**src/rtl/instruction_fetch_unit.sv**
```systemverilog
// instruction_fetch_unit: latches PC, runs a req/ack word read and loads the instruction register.
// Optional FETCH_TIMEOUT_EN adds a REQ wait limit with a sticky fetch_error flag.
module instruction_fetch_unit #(
    parameter int ADDR_W         = 14,
    parameter int DATA_W         = 16,
    parameter int TIMEOUT_CYCLES = 64
) (
    input  logic              clk,
    input  logic              rst_n,
    input  logic              fetch_start,
    input  logic              flush,
    input  logic [ADDR_W-1:0] pc_addr,
    output logic [ADDR_W-1:0] mem_addr,
    output logic              mem_rd_req,
    input  logic              mem_rd_ack,
    input  logic [DATA_W-1:0] mem_rd_data,
    output logic [DATA_W-1:0] instr_out,
    output logic              instr_valid,
    output logic              pc_increment,
    output logic              busy
`ifdef FETCH_TIMEOUT_EN
    ,
    output logic              fetch_error
`endif
);
    typedef enum logic [1:0] {IDLE, REQ, DONE} state_t;

    if (TIMEOUT_CYCLES < 1) begin : g_bad_timeout
        $error("TIMEOUT_CYCLES must be at least 1");
    end

    state_t              state_q, state_d;
    logic [ADDR_W-1:0]   mem_addr_q, mem_addr_d;
    logic [DATA_W-1:0]   instr_q, instr_d;
    logic                valid_q, valid_d;
`ifdef FETCH_TIMEOUT_EN
    localparam int CNT_W = $clog2(TIMEOUT_CYCLES + 1);
    logic [CNT_W-1:0]    cnt_q, cnt_d;
    logic                err_q, err_d;
`endif

    always_comb begin
        state_d    = state_q;
        mem_addr_d = mem_addr_q;
        instr_d    = instr_q;
        valid_d    = valid_q;
`ifdef FETCH_TIMEOUT_EN
        err_d      = err_q;
        cnt_d      = (state_q == REQ) ? cnt_q + CNT_W'(1) : '0;
`endif
        unique case (state_q)
            IDLE: if (fetch_start && !flush) begin
                state_d    = REQ;
                mem_addr_d = pc_addr;
                valid_d    = 1'b0;
            end
            REQ: begin
                // flush beats ack; both beat the timeout
                if (flush) state_d = IDLE;
                else if (mem_rd_ack) begin
                    instr_d = mem_rd_data;
                    state_d = DONE;
                end
`ifdef FETCH_TIMEOUT_EN
                else if (cnt_q == CNT_W'(TIMEOUT_CYCLES - 1)) begin
                    err_d   = 1'b1;
                    state_d = IDLE;
                end
`endif
            end
            DONE: begin
                state_d = IDLE;
                valid_d = 1'b1;
            end
            default: state_d = IDLE;
        endcase
    end

    always_ff @(posedge clk) begin
        if (!rst_n) begin
            state_q    <= IDLE;
            mem_addr_q <= '0;
            instr_q    <= '0;
            valid_q    <= 1'b0;
`ifdef FETCH_TIMEOUT_EN
            cnt_q      <= '0;
            err_q      <= 1'b0;
`endif
        end else begin
            state_q    <= state_d;
            mem_addr_q <= mem_addr_d;
            instr_q    <= instr_d;
            valid_q    <= valid_d;
`ifdef FETCH_TIMEOUT_EN
            cnt_q      <= cnt_d;
            err_q      <= err_d;
`endif
        end
    end

    assign mem_addr     = mem_addr_q;
    assign mem_rd_req   = state_q == REQ;
    assign instr_out    = instr_q;
    assign instr_valid  = valid_q;
    assign pc_increment = state_q == DONE;
    assign busy         = state_q != IDLE;
`ifdef FETCH_TIMEOUT_EN
    assign fetch_error  = err_q;
`endif
endmodule

```
**config.mk**
```make
export PLATFORM = sky130hd
export DESIGN_NAME = instruction_fetch_unit
export DESIGN_NICKNAME = d
export VERILOG_FILES = /design/src/rtl/instruction_fetch_unit.sv
export SDC_FILE = /design/constraint.sdc
export NUM_CORES = 1
export LEC_CHECK = 0
export ABC_AREA = 1
export CELL_PAD_IN_SITES_DETAIL_PLACEMENT = 1
export CELL_PAD_IN_SITES_GLOBAL_PLACEMENT = 1
export CORE_AREA = 2 2 68 96
export DETAILED_ROUTE_END_ITERATION = 10
export DIE_AREA = 0 0 70 98
export HOLD_SLACK_MARGIN = 0.15
export PLACE_DENSITY_LB_ADDON = 0.1
export SETUP_SLACK_MARGIN = 0.3
export SLEW_MARGIN = 0
export SYNTH_ARGS = -nofsm -noshare
export SYNTH_HDL_FRONTEND = slang
export SYNTH_SLANG_ARGS = --single-unit
```
**constraint.sdc**
```tcl
create_clock -name clk -period 1.15 [get_ports clk]
set_clock_uncertainty 0.2 [all_clocks]
set_input_delay 0.1725 -clock clk [delete_from_list [all_inputs] [get_ports clk]]
set_output_delay 0.1725 -clock clk [all_outputs]
set_load 0.02 [all_outputs]
```
==> impl_results.md <==
- Fin worst setup slack: -186.2 ps
- Synth area leaders: dfxtp_1 (47%), nand2_1 (8.5%), nor2_1 (8.0%)
- CP max FO: 4
- Die Y: between 90 and 100 µm
- Gpl congestion: 0.6915
- Leak pwr: about 0.0012 µW
- Fin. Hold Viols: 0
- Hold WC Path Type: input port to register
- Crit-path slowest cell: dfxtp_4
- Clk slew on worst S/H paths: ~70 ps
- FMAX: between 700 and 800 MHz
- Via count: ~1500
- CTS Root Cell: clkbuf_8
- CP endpoint kind: output pin
- Power per cell area: between 1000 and 1500 nW/µm²
- Number of synthesized register bits: 33
- GRT overflow: 0
- Vias/cell: ~4.3
- Slew @ Worst Pin: roughly 200 ps
- IO buf count: 68
- Overall Global Routing Usage: between 10 and 15%
- CTS buffer count: 5
- Status: complete, but fails checks
- Max_slew headroom: 86.60%
- Arr. time, crit path: 960 ps
- Total I/O pin count: slightly below 70
- Num rows: 34
- WS Path Type: register to output pin
- Final period utilization: 116.2%
- Core area: about 6000 µm²
- RSZ-0062 raised after global routing: true
- Number of global-route vias before repair: 1536
- VDD IR-drop max: ~0.39 mV
- Post-layout min period: ~1300 ps
- Drt first pass iters: 4
- Endpoints failing setup: 35
- Fill cell count: 732
- Final Hold Slack: about 140 ps
- Final Cell Area: about 2600 µm²
- Max incr delay on CP: between 300 and 400 ps
- Final setup TNS: -3860 ps
- Sequential-to-total area share from yosys stat: 47.02%
- Clock Sinks: 33
- Residual DRC: 0
- Initial antenna violation count: 0
- Largest net degree at the start of global routing: 18
- Top delay family on crit path: flip-flops
- Fin nets: about 320
- Worst setup SP type: register
- Req. time, crit path: between 700 and 800 ps
- Starting Density: between 20% and 30%
- Synth warn: 0
- Fraction of layout instances using a drive strength above 1: approximately 44%
- First-pass GRT wire length: just over 7 mm
- Max cap viols: 0
- WP buf/inv: 2
- Initial DRC count: 31
- Gate Count Post-Synth: between 150 and 200
- DR WL/cell: around 12 µm
- Post-synth top area cell: dfxtp_1
- Clock latency on the worst-skew pair: between 200 and 300 ps
- Post-synth cell types: 20
- Clock Path Buffers: 2
- H-tree levels: 2
- Remaining antenna violation count after routing: 0
- TritonCTS clock tree: done
- # diodes: 0
- Layout area overhead: 85.31%
- Yosys top cell area share: 47.02%
- Fin. max-slew vios: 0
- DP Area: between 2000 and 2500 µm²
- Die Span X: about 70 µm
- Mapped cell area: 1405 µm²
- DRT Wirelength: ~4.3 mm
- Syn_area_per_cell: roughly 7.6 µm²
- Crit-path cells: nor2_4 -> inv_4 -> buf_6
- Place WS: -417.9 ps
- Failing checks: setup timing
- Synthesized Nets: 221
- Final HPWL DP: 3.122 mm
- Area of the die: 6860 µm²
power by group:
part / internal, µW / switching (µW)
clock network: 488 / 406
logic: 294 / 233
registers: 1190 / 29.7
tightest hold or removal path: stages:
cell,delay [ps]
dlygate4sd2_1,290
nand2_1,90
nor2_1,30
what timing repair did:
item / 4_1_cts / 5_1_grt
pin swaps: 3 / 2
hold endpoints to repair: 3 / 0
gates resized for setup: 242 / 4
gates cloned: 0 / 0
setup endpoints to repair: 67 / 67
buffers inserted: 5 / 4
worst paths after layout:
kind               startpoint             to  slack (ps)  cells after the start
hold / removal          rst_n  instr_out[14]         140                      3
hold reg to reg   mem_addr[2]    mem_addr[2]         270                      2
setup / recovery   state_q[1]           busy        -190                      3
setup reg to reg   state_q[0]   instr_out[4]        -150                      6
state kept, by name (all words and copies together), names as in the netlist:
signal / count
mem_addr: 14
state_q: 2
instr_valid: 1
instr_out: 16
per-layer routing:
metal / share of wire, % / vias to the layer above / global-route usage, %
li1: - / 787 / -
met1: 40 / 686 / 14.46
met2: 53 / 45 / 22.93
met3: 6.0 / 5 / 3.715
met4: 1.1 / 0 / 4.438
met5: 0 / - / 0
final cells by class:
cell class | count | area (µm²) | share of cell area, %
multi-input combinational | 118 | 604.3 | 23.21
inverter | 24 | 96.34 | 3.700
tap | 72 | 90.09 | 3.460
timing repair buffer | 102 | 1016 | 39.02
clock buffer | 8 | 90.09 | 3.460
sequential | 33 | 706.9 | 27.15
cell families after synthesis:
logic type | Yosys count | synth area share (%)
flip-flops | 33 | 47.02
AO/OA/AOI/OAI | 16 | 5.966
AND/OR/NAND/NOR | 102 | 35.00
buffers and inverters | 35 | 12.02
placed cells by master (no fill, tap or decap):
master           synthesis  routed
clkdlybuf4s50_1          0      32
a21oi_2                  1       1
nand3_4                  0       1
nor3_2                   0       1
clkinv_2                 0       1
dfxtp_4                  0       2
dlygate4sd2_1            0       2
nand2_1                 32      31
nand2_2                  0       1
dfxtp_2                  0      31
clkbuf_1                 1       2
nand4_1                 16      16
buf_12                   0       2
nand2_8                  0       1
nor2_4                   3       3
buf_6                    3      36
inv_1                   20      18
nand3_2                  2       2
clkbuf_8                 0       6
nor2_1                  30      30
nor2_2                   3       3
nand3_1                 14      13
buf_8                    0       1
inv_2                    3       3
a21oi_1                 15      15
inv_4                    0       2
buf_4                    3      29
synthesized netlist by cell type, drive strengths merged:
cell and instances:
buf 10, dfxtp 33, a21oi 16, clkbuf 1, nand2 33, nor3 1, clkinv 1, inv 23
nor2 36, nand4 16, nand3 16
per-stage QoR:
stage                     instances  util, %  total power, µW
after global placement          340    38.50             1724
final                           357    43.10             2636
after floorplan                 186        -             1445
after CTS                       353    42.27             2670
after detailed placement        340    38.50             1725
after global routing            357    43.10             2777
Power figures use the tool's default switching activity.
